==> config.mk <==
export PLATFORM = sky130hd
export DESIGN_NAME = ram32_byte_ctrl
export DESIGN_NICKNAME = d
export VERILOG_FILES = /design/src/rtl/ram32_byte_ctrl.sv
export SDC_FILE = /design/constraint.sdc
export NUM_CORES = 1
export LEC_CHECK = 0
export CAP_MARGIN = 5
export CORE_ASPECT_RATIO = 1.75
export CORE_MARGIN = 2
export CORE_UTILIZATION = 39
export CTS_CLUSTER_SIZE = 16
export DETAILED_ROUTE_END_ITERATION = 8
export GPL_TIMING_DRIVEN = 0
export PLACE_DENSITY_LB_ADDON = 0.3
export REMOVE_ABC_BUFFERS = 1
export SLEW_MARGIN = 30
export SYNTH_ARGS = -nofsm -noshare
export SYNTH_HDL_FRONTEND = slang
export SYNTH_SLANG_ARGS = --single-unit
==> constraint.sdc <==
create_clock -name clk -period 1.5 [get_ports clk]
set_input_delay 0.3 -clock clk [delete_from_list [all_inputs] [get_ports clk]]
set_output_delay 0.3 -clock clk [all_outputs]
set_load 0.02 [all_outputs]
==> src/rtl/ram32_byte_ctrl.sv <==
// Byte-serial command front end for a 32-word x 32-bit RAM.
// Collects 4 write bytes per word and returns read words 1 byte at a time, LSB first.
module ram32_byte_ctrl #(
  parameter int ADDR_W = 5
) (
  input  logic              clk,
  input  logic              rst_n,
  input  logic              ena,
  input  logic              cmd_valid,
  input  logic [7:0]        cmd_byte,
  output logic              cmd_ready,
  output logic              rdata_valid,
  output logic [7:0]        rdata_byte,
  input  logic              rdata_ready,
  output logic              ram_en,
  output logic [ADDR_W-1:0] ram_a,
  output logic [3:0]        ram_we,
  output logic [31:0]       ram_di,
  input  logic [31:0]       ram_do
);

  typedef enum logic [2:0] {
    S_IDLE   = 3'd0,
    S_WDATA  = 3'd1,
    S_WRITE  = 3'd2,
    S_RD_REQ = 3'd3,
    S_RD_CAP = 3'd4,
    S_RD_OUT = 3'd5
  } state_t;

  state_t              r_state;
  state_t              w_state_nxt;
  logic [ADDR_W-1:0]   r_ptr;
  logic [ADDR_W-1:0]   r_addr;
  logic [ADDR_W-1:0]   r_ram_a;
  logic [31:0]         r_ram_di;
  logic [31:0]         r_shift;
  logic [1:0]          r_cnt;

  logic                w_cmd_ready;
  logic                w_access;
  logic [3:0]          w_we;
  logic                w_rd_valid;
  logic                w_cmd_hs;
  logic                w_rd_hs;
  logic [ADDR_W-1:0]   w_cmd_addr;
  logic [31:0]         w_di_nxt;
  logic                w_unused;

  // Bit 5 of a command byte carries no meaning.
  assign w_unused   = cmd_byte[5];
  assign w_cmd_addr = cmd_byte[6] ? r_ptr : cmd_byte[ADDR_W-1:0];
  assign w_cmd_hs   = cmd_valid & w_cmd_ready;
  assign w_rd_hs    = w_rd_valid & rdata_ready;

  // State decode; every strobe is gated by ena so a frozen block stays quiet.
  always_comb begin
    w_cmd_ready = 1'b0;
    w_access    = 1'b0;
    w_we        = 4'h0;
    w_rd_valid  = 1'b0;
    case (r_state)
      S_IDLE, S_WDATA: w_cmd_ready = ena;
      S_WRITE: begin
        w_access = ena;
        w_we     = {4{ena}};
      end
      S_RD_REQ: w_access   = ena;
      S_RD_OUT: w_rd_valid = ena;
      default: begin
        w_cmd_ready = 1'b0;
        w_access    = 1'b0;
      end
    endcase
  end

  // Merge the incoming write byte into its lane.
  always_comb begin
    w_di_nxt = r_ram_di;
    case (r_cnt)
      2'd0:    w_di_nxt[7:0]   = cmd_byte;
      2'd1:    w_di_nxt[15:8]  = cmd_byte;
      2'd2:    w_di_nxt[23:16] = cmd_byte;
      2'd3:    w_di_nxt[31:24] = cmd_byte;
      default: w_di_nxt = r_ram_di;
    endcase
  end

  // Next-state logic.
  always_comb begin
    w_state_nxt = r_state;
    case (r_state)
      S_IDLE: begin
        if (w_cmd_hs) begin
          w_state_nxt = cmd_byte[7] ? S_WDATA : S_RD_REQ;
        end else begin
          w_state_nxt = S_IDLE;
        end
      end
      S_WDATA: begin
        if (w_cmd_hs && (r_cnt == 2'd3)) begin
          w_state_nxt = S_WRITE;
        end else begin
          w_state_nxt = S_WDATA;
        end
      end
      S_WRITE: begin
        if (ena) begin
          w_state_nxt = S_IDLE;
        end else begin
          w_state_nxt = S_WRITE;
        end
      end
      S_RD_REQ: begin
        if (ena) begin
          w_state_nxt = S_RD_CAP;
        end else begin
          w_state_nxt = S_RD_REQ;
        end
      end
      S_RD_CAP: begin
        if (ena) begin
          w_state_nxt = S_RD_OUT;
        end else begin
          w_state_nxt = S_RD_CAP;
        end
      end
      S_RD_OUT: begin
        if (w_rd_hs && (r_cnt == 2'd3)) begin
          w_state_nxt = S_IDLE;
        end else begin
          w_state_nxt = S_RD_OUT;
        end
      end
      default: w_state_nxt = S_IDLE;
    endcase
  end

  // State register.
  always_ff @(posedge clk or negedge rst_n) begin
    if (!rst_n) begin
      r_state <= S_IDLE;
    end else begin
      r_state <= w_state_nxt;
    end
  end

  // Datapath: ram_a only moves when an access is about to start, so it holds between accesses.
  always_ff @(posedge clk or negedge rst_n) begin
    if (!rst_n) begin
      r_ptr    <= '0;
      r_addr   <= '0;
      r_ram_a  <= '0;
      r_ram_di <= 32'h0000_0000;
      r_shift  <= 32'h0000_0000;
      r_cnt    <= 2'd0;
    end else if (ena) begin
      case (r_state)
        S_IDLE: begin
          if (w_cmd_hs) begin
            r_addr <= w_cmd_addr;
            r_cnt  <= 2'd0;
            if (!cmd_byte[7]) begin
              r_ram_a <= w_cmd_addr;
            end
          end
        end
        S_WDATA: begin
          if (w_cmd_hs) begin
            r_ram_di <= w_di_nxt;
            r_cnt    <= r_cnt + 2'd1;
            if (r_cnt == 2'd3) begin
              r_ram_a <= r_addr;
            end
          end
        end
        S_WRITE, S_RD_REQ: r_ptr <= r_ram_a + ADDR_W'(1);
        S_RD_CAP: r_shift <= ram_do;
        S_RD_OUT: begin
          if (w_rd_hs) begin
            r_shift <= {8'h00, r_shift[31:8]};
            r_cnt   <= r_cnt + 2'd1;
          end
        end
        default: r_cnt <= r_cnt;
      endcase
    end
  end

  assign cmd_ready   = w_cmd_ready;
  assign rdata_valid = w_rd_valid;
  assign rdata_byte  = r_shift[7:0];
  assign ram_en      = w_access;
  assign ram_we      = w_we;
  assign ram_a       = r_ram_a;
  assign ram_di      = r_ram_di;

endmodule

Yosys cells after proc, flatten, opt, wreduce, memory -nomap -nowiden
Cells that the tools add are included.
{"block": "word_totals", "regBits": 84, "in_bits": 45, "out_inout_bits": 52, "word_cells": 69}
{"block": "classes", "add_sub_neg": 2, "n_eq_ne": 13, "mux": 24, "bitwise": 2, "n_reduce_logical": 18}
{"op": "32-bit case mux with 2 select lines", "n": 1}
{"op": "32-bit two-way mux", "n": 1}
{"op": "5-bit two-way mux", "n": 5}
{"op": "3-bit case mux with 6 select lines", "n": 1}
{"op": "4-bit AND reduction", "n": 4}
{"op": "2-bit two-way mux", "n": 7}
{"op": "2-bit inequality test (second input constant)", "n": 5}
{"op": "5-bit case mux with 2 select lines", "n": 1}
{"op": "3-bit by 2-bit == test with 1-bit output (second input constant)", "n": 2}
{"op": "3-bit == test (second input constant)", "n": 2}
{"op": "3-bit two-way mux", "n": 2}
{"op": "2-bit case mux with 3 select lines", "n": 1}
{"op": "3-bit AND reduction", "n": 2}
{"op": "6-bit AND reduction", "n": 1}
{"op": "5-bit by 1-bit adder with 5-bit output (second input constant)", "n": 1}
{"op": "5-bit AND reduction", "n": 1}
{"op": "2-bit == test (second input constant)", "n": 2}
{"op": "1-bit two-way mux", "n": 4}
{"op": "4-bit two-way mux", "n": 1}
{"op": "2-bit nonzero test", "n": 2}
{"op": "2-bit OR reduction", "n": 2}
{"op": "3-bit by 1-bit == test with 1-bit output (second input constant)", "n": 1}
{"op": "3-bit zero test", "n": 1}
{"op": "3-bit nonzero test", "n": 1}
{"op": "6 further kinds", "n": 8}

Longest topological paths before layout
{"block": "depth", "ltp_word": 7, "depth_mapped": 5, "ltp_nobuf": 4}

Least setup slack after synthesis
No wires, ideal clock.
{"block": "synth_timing", "path_kind": "register to output", "from": "reg r_state[2]", "to": "out ram_we[1]", "arrival_ns": 1.506, "t_required_ns": 1.200, "slack_ns": -0.306, "path_stages_with_launch": 6, "path_buffers": 3, "path_cell_list": "dfrtp_1 > buf_4 > nand3b_1 > clkbuf_1 > nor2_1 > buf_4"}
{"block": "synth_via", "elab_chain_len": 2}
{"item": "start, declared", "line_no": "31", "rtl": "state_t r_state;"}
{"item": "start signal, assigned", "line_no": "144", "rtl": "r_state <= w_state_nxt;"}
{"item": "3-bit by 2-bit == test with 1-bit output", "line_no": "62", "rtl": "case (r_state)"}
{"item": "4-bit two-way mux", "line_no": "62"}
{"item": "end, declared", "line_no": "17", "rtl": "output logic [3:0] ram_we,"}
No other way between the ends.

Final worst setup path
{"block": "layout_timing", "from": "reg r_state[0]", "to": "reg r_ram_a[1] (netlist: ram_a[1])"}
{"block": "layout_via", "elab_chain_len": 6, "word_cells_on_any_way": 12, "classes_between": "eq/ne: 5; mux: 2; bitwise: 1; reduce/logical: 4"}
{"item": "3-bit by 1-bit == test with 1-bit output or 3-bit zero test (tied branches)", "line_no": "62, 158"}
{"item": "2-bit OR reduction", "line_no": "62"}
{"item": "1-bit two-way mux", "line_no": "62"}
{"item": "1-bit AND", "line_no": "53", "rtl": "assign w_cmd_hs = cmd_valid & w_cmd_ready;"}
{"item": "2-bit inequality test (no line)"}
{"item": "6-bit AND reduction (no line)"}
{"item": "end signal, assigned", "line_no": "164", "rtl": "r_ram_a <= w_cmd_addr;"}
{"item": "end signal, assigned", "line_no": "173", "rtl": "r_ram_a <= r_addr;"}
{"item": "end, declared", "line_no": "35", "rtl": "logic [ADDR_W-1:0] r_ram_a;"}
Several ways; a longest one is shown, not always the timed one.
A chain may end at the register's enable or synchronous reset.

==> reports/qor.csv <==
metric,value,unit
fin. max-slew vios,0,
final wirelength,8959,um
CTS tree,built,
Crit Path Max Fanout,6,
CP max stage delay,0.44,ns
Post-Synth Adder-Cell Area,1.577,%
most frequent cells in the layout,"mux2_2 (86), dfrtp_1 (81), dlygate4sd2_1 (47)",
hpwl dp,5803,um
cell count after synthesis,296,
# rows,48,
CP required,1.72,ns
fmax,581.4,MHz
"Seq/Total Area, Yosys",52.98,%
CTS buffer count,9,
vias in the first global route,2805,
share of cells above drive strength 1,42.30,%
first-pass GRT wire length,14110,um
# nets final,454,
Root Driver,clkbuf_16,
WP data arrival,1.94,ns
die span in x,80.25,um
mux cell area share after synthesis,31.22,%
violated checks,negative setup slack,
relative slew slack,72.70,%
CTS max path bufs,2,
Area Growth Syn to Fin,41.37,%
final core utilization,56.60,%
power density over cell area,1986,nW/um^2
Placer Congestion,0.7435,
GRT Util Overall,17.22,%
Post-synth EDFFs,0,
via count,2655,
Synth async-reset ratio,100.0,%
CP Buf/Inv Count,2,
main combinational cell family by area after synthesis,multiplexers,
core footprint,9910,sq um
status,"complete, but fails checks",
"CTS clk-pin slew, worst paths",0.07,ns
htree depth,3,
DR WL/cell,16.78,um
critical-path cell list,buf_6 > buf_6 > or3b_4 > mux2_4 > mux2_4,
Initial Util,40.04,%
CP top delay family,multiplexers,
RSZ-0062 raised after global routing,yes,
Via density,4.972,
XOR/XNOR Fraction of Synth Area,0.6623,%
initial DRC count,58,
chip height,137.4,um
Final setup viols,74,
Final Skew,0.006674,ns
GR Overflow Total,0,
Worst setup SP type,flip-flop,
Worst-Skew Late Latency,0.34,ns
Port Buffer Count,96,
filler cell count,862,
critical path class,reg -> reg,
Leak Pwr,2.563,nW
Peak VDD IR,1005,uV
Netlist cell types,34,
post-synthesis compound-gate area fraction,2.176,%
Final Power,11.14,mW
Post-Syn Area,3968,sq um
worst hold path class,in -> async,
kind of end point of the critical path,flip-flop,
Max Cap Viol,0,
largest net degree at the start of global routing,51,
worst-margin pin slew,0.4095,ns
#FFs+latches synth,84,
"Min Clock Period, post-route",1.720,ns
"Avg Cell Area, Syn",13.40,sq um
clock tree sinks,84,
I/O pin total,97,
post-route setup slack,-0.2200,ns
TritonRoute pass-1 iters,4,
Simple-Gate Fraction of Synth Area,6.213,%
warnings from Yosys,0,
Final ANT Viol Nets,0,
Most used DFF post-synth,dfrtp_1,
"commonest non-fill, non-tap cell in the layout",mux2_2,
Die ar.,11030,sq um
drc violations,0,
Tcrit/Tclk final,114.7,%
antenna violations before repair,0,
Hold Fails Final Rpt,0,
"Slowest-stage cell, CP",or3b_4,
Ant. Diodes,0,
==> routing by layer <==
metal	up-vias	global-route usage (%)	part of all wire, %
met5	-	0	0
met4	0	10.64	3.4
met3	21	3.277	5.0
met2	86	30.05	52
met1	1315	18.94	39
li1	1233	-	-
==> kinds of logic after synthesis <==
family	count (synthesis)
buffers and inverters	39
multiplexers	111
AND/OR/NAND/NOR	42
adder cells (fa/ha/maj)	5
flip-flops	84
AO/OA/AOI/OAI	12
XOR/XNOR	3
==> worst register-to-register path, delay by kind of cell, from the launching register on <==
family	cells	cell delay, ns
multiplexers	2	0.58
AND/OR/NAND/NOR	1	0.44
flip-flops	1	0.36
buffers and inverters	2	0.22
==> report_power, final <==
part | leakage (nW) | switching, mW | internal (mW) | total (mW)
Clock | 0.143 | 0.913 | 1.23 | 2.14
Combinational | 1.38 | 2.37 | 2.65 | 5.02
Sequential | 1.04 | 0.621 | 3.35 | 3.98
==> worst paths after layout <==
path	start	endpoint	slack, ns	depth (start not counted)
max	r_state[0]	ram_a[1]	-0.22	5
min	rst_n	r_shift[15]	0.41	2
max reg2reg	r_state[0]	ram_a[1]	-0.22	5
min reg2reg	r_ptr[4]	r_ptr[4]	0.48	2
max in group asynchronous	rst_n	r_state[1]	0.50	3
min in group clk	r_ptr[4]	r_ptr[4]	0.48	2
==> sequential cells by signal, indices dropped and copies added, names as in the netlist <==
| register | cells |
|---|---|
| ram_di | 32 |
| ram_a | 5 |
| r_state | 3 |
| r_shift | 32 |
| r_ptr | 5 |
| r_cnt | 2 |
| r_addr | 5 |
==> synthesized netlist by cell type, drive strengths merged, types with 2 or more instances <==
cell type  number  area (sq um)
mux2          102          1149
dfrtp          84          2102
buf            23         145.1
nand2          15         56.30
inv            12         45.04
mux2i           9         90.09
nand3           7         55.05
ha              5         62.56
o21ai           5         25.02
clkbuf          4         15.01
and3            3         18.77
nand3b          3         26.27
nor2            3         11.26
nor2b           3         18.77
nand2b          2         12.51
xor2            2         17.52
==> area by class of cell <==
type	instances	area [sq um]	area share, %
Clock buffer	11	252.7	4.506
Timing Repair Buffer	124	1187	21.17
Clock inverter	5	42.54	0.7584
Multi-Input combinational cell	173	1819	32.43
Inverter	12	45.04	0.8030
Tap cell	125	156.4	2.788
Sequential cell	84	2106	37.54
==> timing repair <==
action / in CTS / in global routing
setup endpoints to repair: 128 / 84
pin swaps: 5 / 2
endpoints found under the hold margin: 34 / 0
hold buffers: 1 / 0
gates resized for setup: 121 / 15
setup buffers: 20 / 5
==> metrics by stage <==
| stage | instance area (sq um) | hold WS (ns) | TNS (ns) | setup WS (ns) | instances |
|---|---|---|---|---|---|
| 2_1_floorplan | 3807 | 0.004409 | -25.93 | -0.6814 | 269 |
| 3_3_place_gp | 4925 | 0.4564 | -320.29 | -2.913 | 490 |
| 3_5_place_dp | 4982 | 0.2192 | -54.44 | -1.147 | 492 |
| 4_1_cts | 5522 | 0.4220 | -8.387 | -0.2361 | 529 |
| 5_1_grt | 5609 | 0.4349 | -13.81 | -0.2605 | 534 |
| 6_report | 5609 | 0.4143 | -9.483 | -0.2200 | 534 |
(Power assumes the default switching activity.)
